<file path="src/rtl/axi_pkg.sv">
// axi_pkg: shared AXI response/burst encodings and scheduler FSM states
package axi_pkg;

   localparam logic [1:0] RESP_OKAY   = 2'b00;
   localparam logic [1:0] RESP_SLVERR = 2'b10;

   localparam logic [1:0] BURST_FIXED = 2'b00;
   localparam logic [1:0] BURST_INCR  = 2'b01;
   localparam logic [1:0] BURST_WRAP  = 2'b10;

   typedef enum logic [2:0] {
      ST_IDLE,
      ST_WR_DATA,
      ST_WR_RESP,
      ST_RD_REQ,
      ST_RD_DATA
   } state_e;

   // WRAP and the reserved encoding are not supported by this memory model
   function automatic logic burst_illegal(input logic [1:0] burst);
      return (burst == BURST_WRAP) || (burst == 2'b11);
   endfunction

endpackage

</file>
<file path="src/rtl/axi_burst_addr_gen.sv">
// axi_burst_addr_gen: per-burst beat address sequencer with legality flag
module axi_burst_addr_gen
   import axi_pkg::*;
#(
   parameter int ADDR_WIDTH = 32,
   parameter int DATA_WIDTH = 32,
   parameter int MEM_AW     = 10
) (
   input  logic                  aclk,
   input  logic                  aresetn,
   input  logic                  load_i,
   input  logic [ADDR_WIDTH-1:0] addr_i,
   input  logic [2:0]            size_i,
   input  logic [1:0]            burst_i,
   input  logic                  step_i,
   output logic [MEM_AW-1:0]     waddr_o,
   output logic                  err_o
);

   localparam int LGB = $clog2(DATA_WIDTH / 8);

   logic [ADDR_WIDTH-1:0] addr_q, addr_d;
   logic [2:0]            size_q, size_d;
   logic [1:0]            burst_q, burst_d;
   logic                  err_q, err_d;

   // load a new burst, otherwise advance INCR bursts by one transfer size per beat
   always_comb begin
      size_d  = load_i ? size_i : size_q;
      burst_d = load_i ? burst_i : burst_q;
      err_d   = load_i ? ((size_i > 3'(LGB)) || burst_illegal(burst_i)) : err_q;
      addr_d  = load_i ? addr_i :
                (step_i && burst_q != BURST_FIXED) ? addr_q + (ADDR_WIDTH'(1) << size_q) : addr_q;
   end

   // burst context registers
   always_ff @(posedge aclk or negedge aresetn) begin
      if (!aresetn) begin
         addr_q  <= '0;
         size_q  <= '0;
         burst_q <= '0;
         err_q   <= 1'b0;
      end else begin
         addr_q  <= addr_d;
         size_q  <= size_d;
         burst_q <= burst_d;
         err_q   <= err_d;
      end
   end

   // bits above the memory depth are dropped, so accesses wrap around
   assign waddr_o = addr_q[MEM_AW+LGB-1:LGB];
   assign err_o   = err_q;

endmodule

</file>
<file path="src/rtl/axi_slv_mem_sched.sv">
// axi_slv_mem_sched: round-robin AW/AR scheduler driving one single-port memory
module axi_slv_mem_sched
   import axi_pkg::*;
#(
   parameter int ADDR_WIDTH = 32,
   parameter int DATA_WIDTH = 32,
   parameter int ID_WIDTH   = 4,
   parameter int MEM_AW     = 10
) (
   input  logic                    aclk,
   input  logic                    aresetn,
   input  logic [ID_WIDTH-1:0]     awid,
   input  logic [ADDR_WIDTH-1:0]   awaddr,
   input  logic [7:0]              awlen,
   input  logic [2:0]              awsize,
   input  logic [1:0]              awburst,
   input  logic                    awvalid,
   output logic                    awready,
   input  logic [DATA_WIDTH-1:0]   wdata,
   input  logic [DATA_WIDTH/8-1:0] wstrb,
   input  logic                    wlast,
   input  logic                    wvalid,
   output logic                    wready,
   output logic [ID_WIDTH-1:0]     bid,
   output logic [1:0]              bresp,
   output logic                    bvalid,
   input  logic                    bready,
   input  logic [ID_WIDTH-1:0]     arid,
   input  logic [ADDR_WIDTH-1:0]   araddr,
   input  logic [7:0]              arlen,
   input  logic [2:0]              arsize,
   input  logic [1:0]              arburst,
   input  logic                    arvalid,
   output logic                    arready,
   output logic [ID_WIDTH-1:0]     rid,
   output logic [DATA_WIDTH-1:0]   rdata,
   output logic [1:0]              rresp,
   output logic                    rlast,
   output logic                    rvalid,
   input  logic                    rready,
   output logic                    mem_en,
   output logic                    mem_we,
   output logic [MEM_AW-1:0]       mem_addr,
   output logic [DATA_WIDTH-1:0]   mem_wdata,
   output logic [DATA_WIDTH/8-1:0] mem_wstrb,
   input  logic [DATA_WIDTH-1:0]   mem_rdata
);

   state_e                state_q, state_d;
   logic                  last_wr_q, last_wr_d;
   logic [ID_WIDTH-1:0]   id_q, id_d;
   logic [7:0]            len_q, len_d;
   logic [7:0]            cnt_q, cnt_d;
   logic                  werr_q, werr_d;
   logic                  fresh_q, fresh_d;
   logic [DATA_WIDTH-1:0] rdata_q, rdata_d;
   logic                  grant_wr, grant_rd, step, err;

   // contention goes to whichever side was not granted last; nothing is granted under reset
   assign grant_wr = aresetn && state_q == ST_IDLE && awvalid && (!arvalid || !last_wr_q);
   assign grant_rd = aresetn && state_q == ST_IDLE && arvalid && (!awvalid || last_wr_q);

   axi_burst_addr_gen #(
      .ADDR_WIDTH (ADDR_WIDTH),
      .DATA_WIDTH (DATA_WIDTH),
      .MEM_AW     (MEM_AW)
   ) u_addr_gen (
      .aclk    (aclk),
      .aresetn (aresetn),
      .load_i  (grant_wr || grant_rd),
      .addr_i  (grant_wr ? awaddr : araddr),
      .size_i  (grant_wr ? awsize : arsize),
      .burst_i (grant_wr ? awburst : arburst),
      .step_i  (step),
      .waddr_o (mem_addr),
      .err_o   (err)
   );

   // burst sequencing: next state, beat counting and memory strobes
   always_comb begin
      state_d   = state_q;
      last_wr_d = last_wr_q;
      id_d      = id_q;
      len_d     = len_q;
      cnt_d     = cnt_q;
      werr_d    = werr_q;
      fresh_d   = 1'b0;
      rdata_d   = fresh_q ? mem_rdata : rdata_q;
      step      = 1'b0;
      wready    = 1'b0;
      bvalid    = 1'b0;
      rvalid    = 1'b0;
      mem_en    = 1'b0;
      mem_we    = 1'b0;
      case (state_q)
         ST_IDLE: begin
            if (grant_wr || grant_rd) begin
               id_d      = grant_wr ? awid : arid;
               len_d     = grant_wr ? awlen : arlen;
               cnt_d     = '0;
               werr_d    = 1'b0;
               last_wr_d = grant_wr;
               state_d   = grant_wr ? ST_WR_DATA : ST_RD_REQ;
            end
         end
         ST_WR_DATA: begin
            wready = 1'b1;
            if (wvalid) begin
               mem_en = !err;
               mem_we = !err;
               step   = 1'b1;
               cnt_d  = cnt_q + 8'd1;
               if (wlast || cnt_q == len_q) begin
                  werr_d  = wlast != (cnt_q == len_q);
                  state_d = ST_WR_RESP;
               end
            end
         end
         ST_WR_RESP: begin
            bvalid  = 1'b1;
            state_d = bready ? ST_IDLE : ST_WR_RESP;
         end
         ST_RD_REQ: begin
            mem_en  = 1'b1;
            fresh_d = 1'b1;
            state_d = ST_RD_DATA;
         end
         ST_RD_DATA: begin
            rvalid = 1'b1;
            if (rready) begin
               step    = cnt_q != len_q;
               cnt_d   = cnt_q == len_q ? cnt_q : cnt_q + 8'd1;
               state_d = cnt_q == len_q ? ST_IDLE : ST_RD_REQ;
            end
         end
         default: state_d = ST_IDLE;
      endcase
   end

   // scheduler state; reset abandons any burst in flight
   always_ff @(posedge aclk or negedge aresetn) begin
      if (!aresetn) begin
         state_q   <= ST_IDLE;
         last_wr_q <= 1'b0;
         id_q      <= '0;
         len_q     <= '0;
         cnt_q     <= '0;
         werr_q    <= 1'b0;
         fresh_q   <= 1'b0;
         rdata_q   <= '0;
      end else begin
         state_q   <= state_d;
         last_wr_q <= last_wr_d;
         id_q      <= id_d;
         len_q     <= len_d;
         cnt_q     <= cnt_d;
         werr_q    <= werr_d;
         fresh_q   <= fresh_d;
         rdata_q   <= rdata_d;
      end
   end

   // memory data shows up one cycle after the request, so the first RD_DATA cycle
   // forwards it directly while it is captured for the remaining stall cycles
   assign awready   = grant_wr;
   assign arready   = grant_rd;
   assign bid       = id_q;
   assign bresp     = (state_q == ST_WR_RESP && (err || werr_q)) ? RESP_SLVERR : RESP_OKAY;
   assign rid       = id_q;
   assign rresp     = (state_q == ST_RD_DATA && err) ? RESP_SLVERR : RESP_OKAY;
   assign rlast     = state_q == ST_RD_DATA && cnt_q == len_q;
   assign rdata     = err ? '0 : (fresh_q ? mem_rdata : rdata_q);
   assign mem_wdata = wdata;
   assign mem_wstrb = wstrb;

endmodule
</file>
<file path="config.mk">
export PLATFORM = sky130hd
export DESIGN_NAME = axi_slv_mem_sched
export DESIGN_NICKNAME = d
export VERILOG_FILES = /design/src/rtl/axi_pkg.sv /design/src/rtl/axi_burst_addr_gen.sv /design/src/rtl/axi_slv_mem_sched.sv
export SDC_FILE = /design/constraint.sdc
export NUM_CORES = 1
export LEC_CHECK = 0
export BUFFER_PORTS_ARGS = -buffer_cell sky130_fd_sc_hd__buf_4
export CORE_MARGIN = 2
export CORE_UTILIZATION = 45
export CTS_BUF_LIST = sky130_fd_sc_hd__clkbuf_8 sky130_fd_sc_hd__clkbuf_16
export CTS_CLUSTER_SIZE = 28
export DETAILED_ROUTE_END_ITERATION = 10
export GPL_TIMING_DRIVEN = 0
export MAX_ROUTING_LAYER = met4
export PLACE_DENSITY = 0.89
export SYNTH_ARGS = -nofsm -noshare
export SYNTH_HDL_FRONTEND = slang
export SYNTH_HIERARCHICAL = 1
export SYNTH_SLANG_ARGS = --single-unit
</file>
<file path="constraint.sdc">
create_clock -name aclk -period 4.6 [get_ports aclk]
set_input_delay 1.38 -clock aclk [delete_from_list [all_inputs] [get_ports aclk]]
set_output_delay 1.38 -clock aclk [all_outputs]
set_load 0.03 [all_outputs]
</file>
# [Yosys cells after proc, flatten, opt, wreduce, memory -nomap -nowiden]
# Cells that the tools add are included.
[op_classes] add_sub_neg=2 magnitude_cmp=1 eq_ne=14 n_shift=1 n_mux=38 reduce_logical=29
[ops] op="$mux 32" n=5
[ops] op="$mux 8" n=5
[ops] op="$add 32x32->32" n=1
[ops] op="$shl 1x3->32 const A" n=1
[ops] op="$pmux 8 s3" n=1
[ops] op="$mux 3" n=5
[ops] op="$pmux 3 s5" n=1
[ops] op="$mux 2" n=6
[ops] op="$mux 1" n=11
[ops] op="$logic_and 1x1->1" n=9
[ops] op="$add 8x1->8 const B" n=1
[ops] op="$eq 8x8->1" n=1
[ops] op="$ne 2x2->1 const B" n=4
[ops] op="$ne 8x8->1" n=1
[ops] op="$reduce_and 4->1" n=2
[ops] op="$logic_or 1x1->1" n=7
[ops] op="$eq 3x2->1 const B" n=2
[ops] op="$pmux 1 s2" n=3
[ops] op="$reduce_bool 2->1" n=3
[ops] op="$reduce_and 5->1" n=1
[ops] op="$eq 2x2->1 const B" n=2
[ops] op="$logic_not 1->1" n=4
[ops] op="$mux 4" n=1
[ops] op="$eq 3x1->1 const B" n=1
[ops] op="other kinds (7)" n=7
[totals] reg_bits=96 input_bits=174 out_inout_bits=98 elab_cells=97

# [Longest topological paths before layout]
# Gate-level depths: netlist (run 1).
[logic_depth] depth_word=8 depth_mapped=11

# [Hierarchy]
# The synthesis (run 1) kept the hierarchy.
[modules_own_cells] module="axi_slv_mem_sched" n_inst=1 cells_per_inst=358 area_per_inst_um2=3747.3 seq_area_each_um2=1451.4
[modules_own_cells] module="axi_burst_addr_gen" n_inst=1 cells_per_inst=148 area_per_inst_um2=1343.8 seq_area_each_um2=450.4

# [Worst setup path after synthesis (run 1)]
# OpenSTA, ideal clock, no wires.
[synth_timing] kind="input port to output port" startpoint="input port wvalid" endpoint="output port mem_en" arrival_time_ns=2.218 required_time_ns=3.220 setup_slack_ns=1.002 cell_stages=2 n_path_buf=0 cell_sequence="nand2_2 > o21ai_0"
[synth_between] elab_chain_cells=2
[synth_lines] item="start, declared" line_no="axi_slv_mem_sched.sv:22" rtl="input logic wvalid,"
[synth_lines] item="$mux 1" line_no="axi_slv_mem_sched.sv:108" rtl="if (wvalid) begin"
[synth_lines] item="$pmux 1 s2" line_no="axi_slv_mem_sched.sv:95" rtl="case (state_q)"
[synth_lines] item="end, declared" line_no="axi_slv_mem_sched.sv:41" rtl="output logic mem_en,"
# Every way passes these cells.

# [Worst setup path in the final report (run 1)]
[layout_timing] startpoint="input port aresetn" endpoint="output port awready"
[layout_between] elab_chain_cells=3
[layout_lines] item="start, declared" line_no="axi_slv_mem_sched.sv:11" rtl="input logic aresetn,"
[layout_lines] item="$logic_and 1x1->1 (3 in a row)" line_no="axi_slv_mem_sched.sv:60" rtl="assign grant_wr = aresetn && state_q == ST_IDLE && awvalid && (!arvalid || !last_wr_q);"
[layout_lines] item="end, declared" line_no="axi_slv_mem_sched.sv:18" rtl="output logic awready,"
# Every way passes these cells.

==> results of run 1 <==
## per-stage QoR
stage | total power, uW | instances
2_1_floorplan | 2700 | 486
3_3_place_gp | 3300 | 815
3_5_place_dp | 3380 | 815
4_1_cts | 3850 | 831
5_1_grt | 4110 | 831
6_report | 3830 | 831
## cell usage in the layout, fill, tap and decap left out, drive strengths merged, types with 5 or more instances in the layout
| cell | instances |
|---|---|
| clkbuf | 15 |
| nand4 | 5 |
| and3 | 10 |
| o21ai | 16 |
| ha | 10 |
| xnor2 | 10 |
| inv | 11 |
| nor2b | 36 |
| nor2 | 33 |
| nand2 | 28 |
| nand3 | 11 |
| a21oi | 31 |
| o211ai | 6 |
| o31ai | 5 |
| dfrtp | 76 |
| mux2 | 55 |
| mux2i | 14 |
| buf | 264 |
| a221o | 6 |
## state kept, by name, indices dropped and copies added, names as in the netlist
register and cells:
bid 4, u_addr_gen/addr_q 12, u_addr_gen/size_q 3, state_q 3, cnt_q 8, u_addr_gen/err_o 1
u_addr_gen/burst_q 2, rdata_q 32, fresh_q 1, last_wr_q 1, len_q 8, werr_q 1
## area by class of cell
| cell class | instances | area share, % |
|---|---|---|
| Buffer | 76 | 8.08 |
| Clock buffer | 10 | 2.07 |
| Clock inverter | 6 | 0.583 |
| Inverter | 11 | 0.620 |
| Multi-Input combinational cell | 323 | 35.7 |
| Sequential cell | 76 | 28.6 |
| Tap cell | 136 | 2.56 |
| Timing Repair Buffer | 193 | 21.8 |
## power by group
part	leakage [uW]	total (uW)	switching, uW	internal [uW]
logic	0.00229	2200	1220	988
clock network	0.0000885	465	256	210
registers	0.000911	1160	191	965
## how the worst max path moves through the flow
stage	slack, ps	to	depth (start not counted)
finish	270	awready	6
floorplan	1000	mem_en	2
global placement	4	awready	6
detailed placement	-30	awready	6
CTS	220	awready	6
global route	120	awready	6
## layer usage
metal	part of all wire [%]	routed length, um
met5	0	0
met3	6.5	793
met2	49	5990
met1	43	5210
met4	1.4	168
## critical path, cell delays in order
cell	delay [ps]
buf_6	510
and3_2	360
nand3_4	170
buf_4	250
inv_1	80
buf_4	150
## timing repair
| action | CTS | global route |
|---|---|---|
| setup endpoints to repair | 1 | 0 |
| hold endpoints to repair | 0 | 0 |
| gates resized for setup | 1 | 0 |
==> out/qor.txt, run 1 <==
Slew headroom: 53.6%
critical-path maximum fanout: 78
critical path class: input port to output pin
port bufs: 193
power density over the cells: 575 nW/um2
largest net degree at the start of global routing: 79
CTS clk-pin slew, worst paths: 80 ps
Die Ht: 108 um
per-cell routed wire length: 14.6 um
Final Instance Area: 6660 um2
worst slew pin tran: 697 ps
chip width: 108 um
reg2reg end: u_addr_gen/burst_q[0]
total negative slack: 0 ps
GRT Total Usage: 22.0%
Hold Crit Start: rdata_q[27]
synthesized instance count: 485
H-tree depth: 3
maximum VDD drop: 0.292 mV
ANT cells: 0
post-CTS setup buffer count: 0
CTS Buffer Depth: 2
path category of the worst min-delay check: flop to flop
I/O Pins: 272
total grt overflow: 0
worst hold path endpoint: rdata_q[27]
r2r setup slk: 1840 ps
Max Fclk: 231 MHz
Final Hold Vio Count: 0
DRT antenna net count: 0
Worst EP arrival: 2950 ps
sequential cell area: 1900 um2
drt pass-1 iters: 4
Critical R2R Launch: state_q[1]
WHS Path Cells: 1
Die ar.: 11600 um2
Layout Nets: 875
startpoint type of the worst setup path: input port
# clock sinks: 76
DRT iter0 DRCs: 150
post-layout min period: 4330 ps
WL final: 12200 um
clk_skew: 8.99 ps
RSZ-0062 raised after global routing: false
Post-Syn Area: 4850 um2
number of max-cap violations: 0
TritonCTS clock tree: yes
Via Count: 4222
required time of the critical path: 3220 ps
Clock Latency Late Sink: 350 ps
core region area: 10400 um2
max-slew violations: 0
M2 GR Usage: 35.8%
GP Congestion: 0.884
vias per cell: 5.08
FP Rows: 37
setup ws final: 269 ps
placed inst area: 6480 um2
busiest grt layer: met2
leakage power: 0.00329 uW
worst reg-to-reg path cell count: 9
clock tree root buffer cell: clkbuf_8
Setup WS pre-CTS: -30.7 ps
syn_area_per_cell: 10.0 um2
drt drc: 0
fin util: 63.9%
share of cells above drive strength 1: 46.5%
fillers: 820
outcome: complete, no violations
Fin Hold WS: 483 ps
cts-stage hold buffer count: 0
vias in the first global route: 4192
Warnings, synthesis: 6
met1 Use GR: 27.8%
initial antenna violation count: 0
crit share post-route: 94.1%
first-pass GRT wire length: 19800 um
crit path from: aresetn
initial core utilization: 46.6%
critical path endpoint category: output pin
final setup violation count: 0
multi-input logic area: 2380 um2
Detail Placement HPWL: 9510 um
TritonCTS Buffers: 9
Area Overhead vs Synth: 37.1%
met3 usage: 3.81%
(Power assumes the default switching activity.)
==> inputs of run 2 (changes only) <==
--- a/config.mk
+++ b/config.mk
@@ -13,8 +13,8 @@
 export DETAILED_ROUTE_END_ITERATION = 10
 export GPL_TIMING_DRIVEN = 0
 export MAX_ROUTING_LAYER = met4
-export PLACE_DENSITY = 0.89
+export PLACE_DENSITY = 0.91
 export SYNTH_ARGS = -nofsm -noshare
 export SYNTH_HDL_FRONTEND = slang
-export SYNTH_HIERARCHICAL = 1
 export SYNTH_SLANG_ARGS = --single-unit
+export TNS_END_PERCENT = 50
==> constraint.sdc (replaced) <==
create_clock -name aclk -period 5.36 [get_ports aclk]
set_input_delay 1.608 -clock aclk [delete_from_list [all_inputs] [get_ports aclk]]
set_output_delay 1.608 -clock aclk [all_outputs]
set_load 0.03 [all_outputs]
==> run 2 against run 1 <==
  * Utilization is 0.18 points lower
  * Largest cell class unchanged
  * Clock power decreased by 10%
  * Highest routed layer unchanged
  * Design area is 1.6% lower
==> out/qor.txt, run 2 <==
Slew headroom: 48.2%
Clock Latency Late Sink: 350 ps
number of max-cap violations: 0
critical path's top delay family: buffers and inverters
GP Congestion: 0.913
most common cell after layout, fill and taps aside: buf_4
GRT Total Usage: 24.0%
Detail Placement HPWL: 10500 um
initial core utilization: 46.1%
setup ws final: 222 ps
CTS clk-pin slew, worst paths: 70 ps
Max Fclk: 195 MHz
synthesized flop and latch total: 76
H-tree depth: 3
port bufs: 193
Critical-path top delay cell: buf_6
total grt overflow: 0
DRT antenna net count: 0
critical path endpoint category: output pin
drt pass-1 iters: 5
CTS Buffer Depth: 2
vias in the first global route: 4371
required time of the critical path: 3750 ps
Setup WS pre-CTS: -53.3 ps
critical path class: input port to output pin
startpoint type of the worst setup path: input port
most frequent cells after synthesis: 76 x dfrtp_1, 64 x nand2_1, 54 x buf_4
outcome: complete, no violations
DRT iter0 DRCs: 238
critical-path maximum fanout: 77
syn_area_per_cell: 9.31 um2
Area Overhead vs Synth: 38.2%
path category of the worst min-delay check: flop to flop
synthesized instance count: 509
number of flops mapped to enable cells by yosys: 0
Die Ht: 107 um
crit path from: aresetn
post-CTS setup buffer count: 0
most frequent cell after synthesis: dfrtp_1
max reg flops: 32
share of cells above drive strength 1: 43.4%
max-slew violations: 0
drt drc: 0
# clock sinks: 76
r2r setup slk: 2660 ps
TritonCTS Buffers: 9
Via Count: 4469
Yosys top cell by area: dfrtp_1
FP Rows: 37
Top reg by flops: rdata_q
Final Hold Vio Count: 0
critical path cell sequence: buf_6 > nor2b_2 > nand3_2 > clkinv_1 > buf_2 > buf_4
ys flop type: dfrtp_1
leakage power: 0.00322 uW
largest net degree at the start of global routing: 78
maximum VDD drop: 0.331 mV
ANT cells: 0
Cells after DPL: 839
first-pass GRT wire length: 21200 um
WL final: 13500 um
reg2reg end: u_addr_gen.addr_q[11]
fillers: 834
Warnings, synthesis: 0
Synth top area share: 40.1%
Critical R2R Launch: u_addr_gen.size_q[0]
PostCTS Resize Cnt: 1
per-cell routed wire length: 15.7 um
final setup violation count: 0
WHS Path Cells: 1
Die ar.: 11400 um2
TritonCTS clock tree: yes
CP Buf/Inv Count: 4
Post-Syn Area: 4740 um2
crit share post-route: 95.9%
post-layout min period: 5140 ps
chip width: 107 um
unique cell type count in the Yosys netlist: 64
fin util: 63.7%
most frequent cells in the layout: 246 x buf_4, 76 x dfrtp_1, 64 x nand2_1
crit path capture: awready
vias per cell: 5.23
max incr delay on CP: 510 ps
Fin Hold WS: 496 ps
Worst EP arrival: 3530 ps
I/O Pins: 272
worst slew pin tran: 774 ps
worst reg-to-reg path cell count: 9
Synth async-reset ratio: 100%
cts-stage hold buffer count: 0
top post-synthesis cells by area: dfrtp_1 40%, buf_4 8.6%, mux2_2 7.8%, nand2_1 5.1%, and2_1 4.2%
clk_skew: 14.9 ps
Largest regs: rdata_q x32, u_addr_gen.addr_q x12
Levels on crit path: 6
core region area: 10300 um2
Layout Nets: 899
power density over the cells: 558 nW/um2
clock tree root buffer cell: clkbuf_8
post-synthesis sequential area ratio: 40.1%
Cell Count, Final, Fillers Out: 855
initial antenna violation count: 0
RSZ-0062 raised after global routing: false
-- run 2: power by group --
group	switching (uW)	internal [uW]	leakage, uW
registers	157	831	0.000916
logic	1310	941	0.00220
clock network	209	209	0.000101
total	1670	1980	0.00322
-- run 2: per-layer routing --
metal	track usage [%]	part of all wire, %
met3	3.34	8.0
met1	29.4	40
met5	-	0
met4	8.91	2.5
met2	40.6	49
-- run 2: final cells by class --
type | count | area (um2) | share of cell area (%)
multi-input combinational | 346 | 2290 | 35.0
sequential | 76 | 1900 | 29.0
timing repair buffer | 193 | 1450 | 22.2
buffer | 79 | 514 | 7.85
tap | 136 | 170 | 2.60
clock buffer | 9 | 124 | 1.89
clock inverter | 7 | 60.1 | 0.917
inverter | 9 | 33.8 | 0.516
-- run 2: worst reg2reg max path, delay by kind of cell, from the launching register on --
kind,cells,cell delay (ps)
buffers and inverters,1,290
and+or+nand+nor,2,500
DFF,1,330
AOI/OAI and AO/OA,5,1120
adders and majority gates,1,330
-- run 2: cells by family after synthesis --
logic type | count (synthesis) | synth area share, %
simple gates | 185 | 19.0
other cells | 1 | 0.0791
xor+xnor | 18 | 3.33
compound gates | 91 | 13.7
fa+ha+maj | 11 | 3.06
mux | 39 | 9.11
buf+inv | 88 | 11.6
flops | 76 | 40.1
-- run 2: worst min path at each step --
| stage | endpoint | slack (ps) | start |
|---|---|---|---|
| floorplan | rdata_q[0] | 470 | rdata_q[0] |
| global placement | rdata_q[11] | 470 | rdata_q[11] |
| detailed placement | rdata_q[3] | 480 | rdata_q[3] |
| CTS | rdata_q[3] | 500 | rdata_q[3] |
| global route | rdata_q[1] | 510 | rdata_q[1] |
| finish | rdata_q[18] | 500 | rdata_q[18] |
-- run 2: per-stage QoR --
stage / total power, uW / TNS (ps) / area, um2
6_report: 3650 / 0 / 6550
5_1_grt: 3880 / 0 / 6550
4_1_cts: 3660 / 0 / 6550
3_5_place_dp: 3230 / -53.3 / 6360
3_3_place_gp: 3130 / -25.3 / 6360
2_1_floorplan: 2500 / 0 / 4740
